## config.mk

```make
export PLATFORM = sky130hd
export DESIGN_NAME = uart_sync_fifo
export DESIGN_NICKNAME = d
export VERILOG_FILES = /design/src/rtl/uart_sync_fifo.sv
export SDC_FILE = /design/constraint.sdc
export NUM_CORES = 1
export LEC_CHECK = 0
export BUFFER_PORTS_ARGS = -buffer_cell sky130_fd_sc_hd__buf_2
export CAP_MARGIN = 10
export CORE_AREA = 2 2 105 107
export DETAILED_ROUTE_END_ITERATION = 8
export DIE_AREA = 0 0 107 109
export PLACE_DENSITY_LB_ADDON = 0.2
export SLEW_MARGIN = 20
export SYNTH_ARGS = -nofsm -noshare
export SYNTH_HDL_FRONTEND = slang
export SYNTH_SLANG_ARGS = --single-unit
```

## constraint.sdc

```tcl
create_clock -name clk -period 2.9 [get_ports clk]
set_input_delay 0.58 -clock clk [delete_from_list [all_inputs] [get_ports clk]]
set_output_delay 0.58 -clock clk [all_outputs]
set_load 0.02 [all_outputs]
```

## src/rtl/uart_sync_fifo.sv

```systemverilog
// Parametrised synchronous FIFO for the UART TX/RX paths: full-depth storage, occupancy count,
// threshold flags, sticky error flags, synchronous flush and optional first-word-fall-through reads.
module uart_sync_fifo #(
    parameter int DWIDTH   = 8,
    parameter int DEPTH    = 16,
    parameter int AF_LEVEL = DEPTH - 2,
    parameter int AE_LEVEL = 1,
    parameter int FWFT     = 0
) (
    input  logic                     clk,
    input  logic                     reset,
    input  logic                     flush,
    input  logic                     writeEn,
    input  logic [DWIDTH-1:0]        dataIn,
    input  logic                     readEn,
    output logic [DWIDTH-1:0]        dataOut,
    output logic                     rdValid,
    output logic [$clog2(DEPTH):0]   count,
    output logic                     EMPTY,
    output logic                     FULL,
    output logic                     ALMOST_EMPTY,
    output logic                     ALMOST_FULL,
    output logic                     overflow,
    output logic                     underflow
);

    localparam int AW = $clog2(DEPTH);
    localparam int CW = AW + 1;

    logic [DWIDTH-1:0] mem_r [DEPTH];
    logic [AW-1:0]     wptr_r;
    logic [AW-1:0]     rptr_r;
    logic [CW-1:0]     count_r;
    logic [CW-1:0]     count_nxt_s;
    logic              overflow_r;
    logic              underflow_r;
    logic              clear_s;
    logic              empty_s;
    logic              full_s;
    logic              wr_ok_s;
    logic              rd_ok_s;

    // Flags decode the registered count, so they trail the causing edge by one cycle
    assign empty_s = (count_r == {CW{1'b0}});
    assign full_s  = (count_r == CW'(DEPTH));
    assign clear_s = reset | flush;
    assign wr_ok_s = writeEn & ~full_s & ~clear_s;
    assign rd_ok_s = readEn & ~empty_s & ~clear_s;

    // Occupancy update: a simultaneous push and pop leaves the count unchanged
    always_comb begin
        count_nxt_s = count_r;
        case ({wr_ok_s, rd_ok_s})
            2'b10:   count_nxt_s = count_r + CW'(1);
            2'b01:   count_nxt_s = count_r - CW'(1);
            default: count_nxt_s = count_r;
        endcase
    end

    // Pointers, count and sticky error flags; reset outranks flush, both discard pending traffic
    always_ff @(posedge clk) begin
        if (reset || flush) begin
            wptr_r      <= {AW{1'b0}};
            rptr_r      <= {AW{1'b0}};
            count_r     <= {CW{1'b0}};
            overflow_r  <= 1'b0;
            underflow_r <= 1'b0;
        end else begin
            count_r <= count_nxt_s;
            if (wr_ok_s) begin
                wptr_r <= wptr_r + AW'(1);
            end
            if (rd_ok_s) begin
                rptr_r <= rptr_r + AW'(1);
            end
            if (writeEn && full_s) begin
                overflow_r <= 1'b1;
            end
            if (readEn && empty_s) begin
                underflow_r <= 1'b1;
            end
        end
    end

    // Storage array; contents survive reset and flush
    always_ff @(posedge clk) begin
        if (wr_ok_s) begin
            mem_r[wptr_r] <= dataIn;
        end
    end

    generate
        if (FWFT != 0) begin : g_fwft
            // Head word is presented directly; readEn only acknowledges it
            always_comb begin
                dataOut = {DWIDTH{1'b0}};
                if (empty_s) begin
                    dataOut = {DWIDTH{1'b0}};
                end else begin
                    dataOut = mem_r[rptr_r];
                end
            end
            assign rdValid = ~empty_s;
        end else begin : g_std
            logic [DWIDTH-1:0] dout_r;
            logic              rdvalid_r;

            // Registered read port with a one-cycle valid pulse per accepted pop
            always_ff @(posedge clk) begin
                if (reset || flush) begin
                    dout_r    <= {DWIDTH{1'b0}};
                    rdvalid_r <= 1'b0;
                end else begin
                    rdvalid_r <= rd_ok_s;
                    if (rd_ok_s) begin
                        dout_r <= mem_r[rptr_r];
                    end
                end
            end
            assign dataOut = dout_r;
            assign rdValid = rdvalid_r;
        end
    endgenerate

    assign count        = count_r;
    assign EMPTY        = empty_s;
    assign FULL         = full_s;
    assign ALMOST_EMPTY = (count_r <= CW'(AE_LEVEL));
    assign ALMOST_FULL  = (count_r >= CW'(AF_LEVEL));
    assign overflow     = overflow_r;
    assign underflow    = underflow_r;

endmodule

```

==> impl_metrics.env <==
export IMPL_fillers=717
export IMPL_antenna_cells=0
export IMPL_crit_path_cell_trace="inv_1 > ha_1 > or4b_1 > buf_4 > inv_1 > buf_2"
export IMPL_rsz0062_at_grt="no"
export IMPL_gp_congestion=0.774
export IMPL_grt_pass1_vias=3195
export IMPL_achievable_frequency_mhz=363
export IMPL_vias=3164
export IMPL_yosysTopAreaCell="edfxtp_1"
export IMPL_setup_viol=0
export IMPL_firstDrtPassIters=4
export IMPL_critPathBufInv=4
export IMPL_end_kind="output pin"
export IMPL_synth_distinct_cells=38
export IMPL_h_tree_depth=4
export IMPL_crit_arrival_ns=2.18
export IMPL_worst_path_largest_cell_delay_ns=0.51
export IMPL_final_cell_mix="edfxtp_1 (128), buf_2 (32), nor2_1 (27)"
export IMPL_core_area_sq_mm=0.0106
export IMPL_worstSetupPathType="reg -> out"
export IMPL_clkTransAtPathRegs_ns=0.06
export IMPL_crit_family="buffers and inverters"
export IMPL_ys_ff_latch=152
export IMPL_netlist_area_sq_mm=0.00620
export IMPL_std_cell_rows=38
export IMPL_hold_path_class="in -> reg"
export IMPL_clock_latency_ns=0.51
export IMPL_dpl_worst_slack_ns=0.221
export IMPL_antenna_found_initial=0
export IMPL_synthTopCellsByArea="edfxtp_1 (62%), dfxtp_1 (7.7%), mux4_2 (6.9%)"
export IMPL_final_layout_size_suffix_gt1_share_pct=27.0
export IMPL_hold_buffers=0
export IMPL_dpl_cell_area_sq_mm=0.00659
export IMPL_overflow=0
export IMPL_total_power_mw=4.42
export IMPL_yosys_most_used_dff="edfxtp_1"
export IMPL_route_detailed_drc=0
export IMPL_hold_viol=0
export IMPL_syn_inst=338
export IMPL_layout_setup_ws_ns=0.142
export IMPL_p_leak_nw=2.43
export IMPL_cap_violations=0
export IMPL_viasPerCell=5.77
export IMPL_ctsLongestPathBuffers=2
export IMPL_multiInputGateArea_sq_mm=0.00169
export IMPL_period_share_pct=95.1
export IMPL_die_y_um=109
export IMPL_synth_top_area_share_pct=62.0
export IMPL_finalNonFillerCells=548
export IMPL_crit_path_start_kind="flip-flop"
export IMPL_cts_tree="built"
export IMPL_seq_area_sq_mm=0.00433
export IMPL_fin_nets=419
export IMPL_synth_fp_nets=362
export IMPL_dieWidth_um=107
export IMPL_grt_pass1_wl_um=17700
export IMPL_final_max_slew_viol_count=0
export IMPL_status="finished clean"
export IMPL_cts_sinks=152
export IMPL_ys_warnings_count=0
export IMPL_grt_max_degree=35
export IMPL_crit_slowest_cell="or4b_1"
export IMPL_synthToLayoutAreaGrowth_pct=14.6
export IMPL_wire_per_inst_um=21.0
export IMPL_power_density_mw_per_mm2=622
export IMPL_initialDrtViolationCount=278
export IMPL_peakVddDrop_uv=400
export IMPL_synthArstFlopShare_pct=0
export IMPL_routed_wl_um=11500
export IMPL_ios=33
export IMPL_die_area_sq_mm=0.0117
export IMPL_cp_required_ns=2.32
export IMPL_avgSynthCellArea_sq_um=18.4
export IMPL_yosysSeqAreaShare_pct=69.7
export IMPL_cts_buffers_inserted=17
export IMPL_slew_headroom_pct=67.7
export IMPL_period_needed_ns=2.76
export IMPL_port_buffers=32
export IMPL_final_setup_skew_ns=0.00584
export IMPL_placed_cells=516
export IMPL_crit_top_cell="inv_1"
export IMPL_route_antenna_remaining_nets=0
export IMPL_stdcell_area_sq_mm=0.00711
export IMPL_tns_ns=0
export IMPL_grt_total_usage_pct=21.3
export IMPL_crit_fanout=7
export IMPL_place_hpwl_um=7250
export IMPL_root_buffer="clkbuf_8"
export IMPL_tightest_slew_ns=0.484
export IMPL_initial_core_util_pct=58.5
export IMPL_final_common_cell="edfxtp_1"
export IMPL_synth_edf_count=128
-- tightest hold or removal path, delay by kind of cell --
| kind | cells | cell delay, ns |
|---|---|---|
| and+or+nand+nor | 1 | 0.07 |
| buffers and inverters | 1 | 0.13 |
| AOI/OAI and AO/OA | 1 | 0.07 |
-- routing by layer --
layer / routed length [um] / GRT usage [%]
met3: 554 / 5.08
met1: 5010 / 28.1
met4: 136 / 7.61
met5: 0 / 0
met2: 5830 / 35.3
-- flip-flops by register name, summed over array words and instances (netlist names) --
signal,count
count,5
dataOut,8
mem_r,128
overflow,1
rdValid,1
rptr_r,4
underflow,1
wptr_r,4
-- power breakdown --
| group | internal, mW | switching, mW |
|---|---|---|
| logic | 0.0297 | 0.0688 |
| registers | 2.37 | 0.00448 |
| clock network | 1.15 | 0.794 |
-- metrics by stage --
| stage | hold slack [ns] | util (%) |
|---|---|---|
| 2_1_floorplan | 0.482 | - |
| 3_3_place_gp | 0.443 | 62.1 |
| 3_5_place_dp | 0.457 | 62.1 |
| 4_1_cts | 0.357 | 67.1 |
| 5_1_grt | 0.381 | 67.1 |
| 6_report | 0.386 | 67.1 |
-- path summary, 6_finish.rpt --
check | from | end | slack (ns) | depth (start not counted)
max reg2reg | count[0] | count[3] | 0.22 | 10
min | writeEn | overflow | 0.39 | 3
min reg2reg | underflow | underflow | 0.47 | 2
max | count[0] | EMPTY | 0.14 | 6
-- area by class of cell --
class / count / share of cell area, %
flip-flops and latches: 152 / 60.8
multi-input cells: 159 / 23.8
repair buffers: 57 / 5.07
inverters: 8 / 0.422
clock buffers: 23 / 6.28
clock inverters: 9 / 1.09
well taps: 140 / 2.46
-- synth_stat cells (all sizes together) (3+ instances only) --
cell    number
nand3        5
inv          8
nor3         6
mux4        32
edfxtp     128
nor2        27
xor2         6
a31o         8
nand4b       3
ha          11
a21oi        8
nand2        8
mux2i       17
buf         15
o22ai        8
nand2b       3
clkbuf       4
xnor2        4
dfxtp       24
-- cells by family after synthesis --
| group | share of synthesized area, % |
|---|---|
| mux | 15.1 |
| compound gates | 2.90 |
| fa+ha+maj | 2.22 |
| simple gates | 5.63 |
| buf+inv | 2.98 |
| xor+xnor | 1.41 |
| flops | 69.7 |
-- timing repair --
action | 4_1_cts | 5_1_grt
setup endpoints to repair | 0 | 1
gates resized for setup | 0 | 1
buffers inserted | 0 | 0
(Power assumes the default switching activity.)
